## src/rtl/hazard_tag_pipe.sv

```systemverilog
// hazard_tag_pipe: control/tag pipeline registers for the five-stage MIPS core.
// Holds PCF, the IF/ID instruction, the ID/EX tags and controls, and the EX/MEM
// and MEM/WB destination/control fields that the hazard unit reads back.
// Optional build macro: HAZARD_STATS_EN adds saturating stall/flush counters.
module hazard_tag_pipe #(
    parameter logic [31:0] RESET_PC = 32'h0000_0000
) (
    input  logic        clk,
    input  logic        rst_n,
    input  logic        StallF,
    input  logic        StallD,
    input  logic        FlushE,
    input  logic        PCSrcD,
    input  logic [31:0] PCNextF,
    input  logic [31:0] InstrF,
    input  logic        RegWriteD,
    input  logic        MemtoRegD,
    input  logic        RegDstD,
    input  logic [2:0]  ALUControlD,
    output logic [31:0] PCF,
    output logic [31:0] InstrD,
    output logic [4:0]  RsD,
    output logic [4:0]  RtD,
    output logic [4:0]  RdD,
    output logic [4:0]  RsE,
    output logic [4:0]  RtE,
    output logic [4:0]  RdE,
    output logic [2:0]  ALUControlE,
    output logic        RegWriteE,
    output logic        MemtoRegE,
    output logic [4:0]  WriteRegE,
    output logic        RegWriteM,
    output logic        MemtoRegM,
    output logic [4:0]  WriteRegM,
    output logic        RegWriteW,
    output logic [4:0]  WriteRegW
`ifdef HAZARD_STATS_EN
    ,
    output logic [15:0] StallCount,
    output logic [15:0] FlushCount
`endif
);

    logic regDstE;

    // Fetch PC: hold while fetch is stalled.
    always_ff @(posedge clk or negedge rst_n) begin
        if (!rst_n) begin
            PCF <= RESET_PC;
        end else if (!StallF) begin
            PCF <= PCNextF;
        end
    end

    // IF/ID: a stall holds the instruction even when a branch redirect is pending.
    always_ff @(posedge clk or negedge rst_n) begin
        if (!rst_n) begin
            InstrD <= '0;
        end else if (!StallD) begin
            InstrD <= PCSrcD ? '0 : InstrF;
        end
    end

    assign RsD = InstrD[25:21];
    assign RtD = InstrD[20:16];
    assign RdD = InstrD[15:11];

    // ID/EX: always clocked; a flush loads an all-zero bubble.
    always_ff @(posedge clk or negedge rst_n) begin
        if (!rst_n) begin
            RsE         <= '0;
            RtE         <= '0;
            RdE         <= '0;
            ALUControlE <= '0;
            RegWriteE   <= 1'b0;
            MemtoRegE   <= 1'b0;
            regDstE     <= 1'b0;
        end else if (FlushE) begin
            RsE         <= '0;
            RtE         <= '0;
            RdE         <= '0;
            ALUControlE <= '0;
            RegWriteE   <= 1'b0;
            MemtoRegE   <= 1'b0;
            regDstE     <= 1'b0;
        end else begin
            RsE         <= RsD;
            RtE         <= RtD;
            RdE         <= RdD;
            ALUControlE <= ALUControlD;
            RegWriteE   <= RegWriteD;
            MemtoRegE   <= MemtoRegD;
            regDstE     <= RegDstD;
        end
    end

    assign WriteRegE = regDstE ? RdE : RtE;

    // EX/MEM and MEM/WB: always advance.
    always_ff @(posedge clk or negedge rst_n) begin
        if (!rst_n) begin
            RegWriteM <= 1'b0;
            MemtoRegM <= 1'b0;
            WriteRegM <= '0;
            RegWriteW <= 1'b0;
            WriteRegW <= '0;
        end else begin
            RegWriteM <= RegWriteE;
            MemtoRegM <= MemtoRegE;
            WriteRegM <= WriteRegE;
            RegWriteW <= RegWriteM;
            WriteRegW <= WriteRegM;
        end
    end

`ifdef HAZARD_STATS_EN
    // Saturating counts of decode-stall and execute-flush edges.
    always_ff @(posedge clk or negedge rst_n) begin
        if (!rst_n) begin
            StallCount <= '0;
            FlushCount <= '0;
        end else begin
            if (StallD && (StallCount != '1)) begin
                StallCount <= StallCount + 16'd1;
            end
            if (FlushE && (FlushCount != '1)) begin
                FlushCount <= FlushCount + 16'd1;
            end
        end
    end
`endif

endmodule

```

## config.mk

```make
export PLATFORM = sky130hd
export DESIGN_NAME = hazard_tag_pipe
export DESIGN_NICKNAME = d
export VERILOG_FILES = /design/src/rtl/hazard_tag_pipe.sv
export SDC_FILE = /design/constraint.sdc
export NUM_CORES = 1
export LEC_CHECK = 0
export CAP_MARGIN = 15
export CORE_UTILIZATION = 30
export CTS_BUF_LIST = sky130_fd_sc_hd__clkbuf_4 sky130_fd_sc_hd__clkbuf_8
export DETAILED_ROUTE_END_ITERATION = 6
export HOLD_SLACK_MARGIN = 0.12
export PLACE_DENSITY = 0.65
export SYNTH_ARGS = -nofsm -noshare
export SYNTH_HDL_FRONTEND = slang
export SYNTH_SLANG_ARGS = --single-unit
export TNS_END_PERCENT = 10
```

## constraint.sdc

```tcl
create_clock -name clk -period 1.05 [get_ports clk]
set_clock_uncertainty 0.15 [all_clocks]
set_input_delay 0.21 -clock clk [delete_from_list [all_inputs] [get_ports clk]]
set_output_delay 0.21 -clock clk [all_outputs]
set_load 0.02 [all_outputs]
```

After elaboration in Yosys (flattened, before gate mapping)
Cells that the tools add are included. W data, S select, Z words.

Bits in registers: 98. Bits in latches: 0. Bits in writable memories: 0. Bits in read-only memories: 0. Input port bits: 76. Output and inout bits: 117. Logic and storage cells: 23. Memories: 0.

$add $sub $neg: 0. Multiply operators: 0. Div/mod/pow operators: 0. Order comparisons: 0. Equal/unequal tests: 0. Shift operators: 0. Mux-type cells: 9. Bitwise logic cells: 0. Reduce and logical (&&, ||, !) cells: 0.

Operators by type and width (number): $mux W32 (1); $mux W5 (4); $mux W1 (3); $mux W3 (1).

Depth between registers and ports, before layout
Depth after elaboration: 1. Depth in mapped cells: 4.

Worst setup path after synthesis
OpenSTA, ideal clock, no wires.

Path type: register -> output. Start point: register regDstE. End point: output port WriteRegE[0]. Data arrival time: 0.805 ns. Data required time: 0.690 ns. Slack: -0.115 ns. Stages on the path, launching flop included: 2. Cell sequence: dfrtp_1 -> mux2_2.

Cells in the longest elaborated chain, start to end: 1.

Ends and longest elaborated chain: from (decl) (line 44) `logic regDstE;`; from (signal assigned) (line 93) `regDstE <= RegDstD;`; $mux W5 (line 97) `assign WriteRegE = regDstE ? RdE : RtE;`; to (decl) (line 31) `output logic [4:0] WriteRegE,`.

No other way between the ends.

Worst setup path in the final report
Start point: register regDstE. End point: output port WriteRegE[1].

The elaborated chain is that of the path after synthesis.

==> results.py <==
metrics = {
    "setup_path": {
        "cpMaxStageDelayCell": "dfrtp_2",
        "r2r_slack_ns": -0.14,
        "worstSetupEndpointType": "primary output",
        "cp_top_family": "flip-flops",
        "crit_chain": "mux2_4 -> buf_6",
        "r2r_start": "regDstE",
        "critical_path.max_fanout": 5,
        "crit_type": "flop to primary output",
        "critPathLaunchType": "flop",
        "rr_endpoint": "WriteRegM[1]",
        "worstPathRequired_ns": 0.69,
        "path_buf_inv": 1,
        "critPathMaxStageDelay_ns": 0.48,
        "cp_data_arrival_time_ns": 1.31,
        "rr_worst_depth": 2,
    },
    "clocking": {
        "clock-root-buffer": "clkbuf_8",
        "cts.htree.levels": 3,
        "ctsHoldBuffers": 1,
        "clk_pin_slew_ns": 0.09,
        "clockBufferDepth": 2,
        "numCtsBuffers": 9,
        "cts_num_sinks": 98,
        "cts_tree": "yes",
        "clk_latency_ns": 0.37,
    },
    "placed_design": {
        "place_congestion": 0.726,
        "dp_hpwl_mm": 7.23,
        "placed_cell_area_um2": 6020,
        "io_buffers": 192,
        "preCtsSetupSlack_ns": -0.635,
    },
    "cells_and_area": {
        "syn2layout_area_growth_pct": 55.1,
        "nets": 562,
        "final_util_pct": 48.6,
        "drive_above_1_share_pct": 42.2,
        "seq_area_um2": 2460,
        "diodes": 0,
        "multi_input_area_um2": 1160,
        "stdcell_area_um2": 5940,
        "fillers": 1182,
    },
    "yosys": {
        "yosysSeqAreaShare_pct": 64.1,
        "ys_ff_latch": 98,
        "synth_top_area_share_pct": 64.1,
        "synth_top_family_by_area": "multiplexers",
        "syn_inst": 283,
        "synthMuxAreaShare_pct": 13.8,
        "syn_nets": 359,
        "yosys.area.top_type": "dfrtp_1",
        "yosys_warnings": 0,
        "netlist_area_um2": 3830,
        "synth_area_leaders": "dfrtp_1 64%, mux2_4 12%, nand2b_1 5.2%, o21ai_0 3.9%, nor2b_1 3.4%",
        "yosys.area_share.simple_pct": 11.8,
        "ys_types": 13,
        "synth_xor_area_share_pct": 0,
        "synth.avg_cell_area_um2": 13.5,
        "synth_fa_ha_area_share_pct": 0,
        "synth-compound-area-share_pct": 4.18,
    },
    "sta": {
        "rsz0062_at_grt": "yes",
        "period_share_pct": 159,
        "finalCriticalPeriod_ns": 1.67,
        "finalMaxSlewViolations": 0,
        "setup_ws_ns": -0.616,
        "worst_pin_slew_ns": 0.230,
        "hold_viol": 0,
        "setup-tns-final_ns": -29.46,
        "max_freq_mhz": 600,
        "worst_slew_margin_rel_pct": 84.7,
        "setup_violations": 124,
    },
    "pwr": {
        "totalPowerFinal_uw": 8770,
        "ir_drop_mv": 0.518,
        "power_density_nw_per_um2": 1480,
        "p_leak_uw": 0.00293,
    },
    "worst_hold_path": {
        "hold_class": "input pin to asynchronous set/reset pin",
    },
    "global_routing": {
        "antenna_found_initial": 0,
        "grt_max_degree": 36,
        "overflow": 0,
        "grt_pass1_vias": 2753,
        "grt_pass1_wl_mm": 14.9,
        "grt_use_total_pct": 15.1,
    },
    "detailed_routing": {
        "vias": 2720,
        "wire_per_inst_um": 14.7,
        "wl_mm": 9.70,
        "dr.pass1.iters": 3,
        "top_layer": "met4",
        "drtIter0Drc": 103,
        "drt-met1-wl_mm": 4.26,
        "dr_wl_met2_mm": 4.53,
        "vias_per_cell": 4.13,
        "wl_met3_um": 711,
        "drc": 0,
        "antenna_left": 0,
    },
    "floorplan": {
        "floorplan.die_area_um2": 13200,
        "io_pins": 193,
        "core_area_um2": 12200,
        "die_w_um": 115,
        "rows": 40,
        "die_h_um": 115,
        "start_util_pct": 31.4,
    },
    "status": {
        "violations": "setup timing",
        "status": "finished, violations left",
    },
    "job": {
        "cap_violations": 0,
    },
}
[cell type report]
class	count	share of cell area, %
clock buffers	13	2.91
flip-flops and latches	98	41.4
clock inverters	3	0.780
well taps	168	3.54
repair buffers	223	31.8
multi-input cells	154	19.6
[per-layer routing]
layer / up-vias / track usage (%)
li1: 1308 / -
met1: 1286 / 19.4
met2: 112 / 23.1
met3: 14 / 5.38
met4: 0 / 5.97
met5: - / 0
[timing repair]
action / 4_1_cts / 5_1_grt
endpoints found under the setup margin: 122 / 126
endpoints found under the hold margin: 114 / 13
buffers inserted: 4 / 1
resized for setup: 514 / 38
[cells in the final DEF (no fill, tap or decap)]
master | Yosys | routed
buf_2 | 5 | 82
nand2_2 | 0 | 1
dfrtp_2 | 0 | 3
buf_6 | 1 | 40
bufinv_16 | 0 | 1
mux2_2 | 7 | 2
buf_12 | 3 | 7
nand2_1 | 32 | 31
o21ai_1 | 2 | 5
nand2b_1 | 32 | 32
clkinv_4 | 0 | 1
mux2_4 | 30 | 35
clkdlybuf4s50_1 | 0 | 72
clkbuf_8 | 0 | 12
clkinvlp_4 | 0 | 1
dfrtp_1 | 98 | 95
nor2b_1 | 21 | 21
buf_4 | 15 | 21
dlygate4sd3_1 | 0 | 1
o21ai_0 | 30 | 27
clkbuf_4 | 0 | 1
[per-stage QoR]
stage / std cells / hold WS (ns)
floorplan: 283 / -0.236
global placement: 639 / -0.0659
detailed placement: 639 / -0.0611
CTS: 659 / 0.0674
global route: 659 / 0.0920
finish: 659 / 0.0812
[cells in the mapped netlist]
| library cell | instances |
|---|---|
| buf_4 | 15 |
| mux2_4 | 30 |
| nor2b_1 | 21 |
| buf_12 | 3 |
| clkbuf_1 | 7 |
| dfrtp_1 | 98 |
| nand2b_1 | 32 |
| o21ai_1 | 2 |
| mux2_2 | 7 |
| nand2_1 | 32 |
| buf_6 | 1 |
| buf_2 | 5 |
| o21ai_0 | 30 |
[power by group]
part           switching [uW]  leakage, uW  internal (uW)
registers                 178      0.00124           4060
logic                     936      0.00158            997
clock network            1270     0.000109           1330
[cell families (layout without fill, tap and decap cells)]
group,count (synthesis),count (layout)
and+or+nand+nor,85,85
buffers and inverters,31,239
AOI/OAI and AO/OA,32,32
muxes,37,37
DFF,98,98
[state kept, by name (all words and copies together), names as in the netlist]
name         cells
ALUControlE      3
InstrD          32
MemtoRegE        1
MemtoRegM        1
PCF             32
RdE              5
RegWriteE        1
RegWriteM        1
RegWriteW        1
RsE              5
RtE              5
WriteRegM        5
WriteRegW        5
regDstE          1
[worst max-delay path by stage]
| stage | from | endpoint | slack (ns) | cells after the start |
|---|---|---|---|---|
| 2_1_floorplan | regDstE | WriteRegE[0] | -0.09 | 1 |
| 3_3_place_gp | regDstE | WriteRegE[0] | -0.64 | 2 |
| 3_5_place_dp | regDstE | WriteRegE[0] | -0.63 | 2 |
| 4_1_cts | regDstE | WriteRegE[2] | -0.64 | 2 |
| 5_1_grt | regDstE | WriteRegE[2] | -0.67 | 2 |
| 6_report | regDstE | WriteRegE[1] | -0.62 | 2 |
[worst reg2reg max path: cells and delay by family, from the launching register on]
family	cells	cell delay, ns
buffers and inverters	1	0.13
flip-flops	1	0.48
multiplexers	1	0.33
No activity file was read; power rests on OpenSTA's default activity.
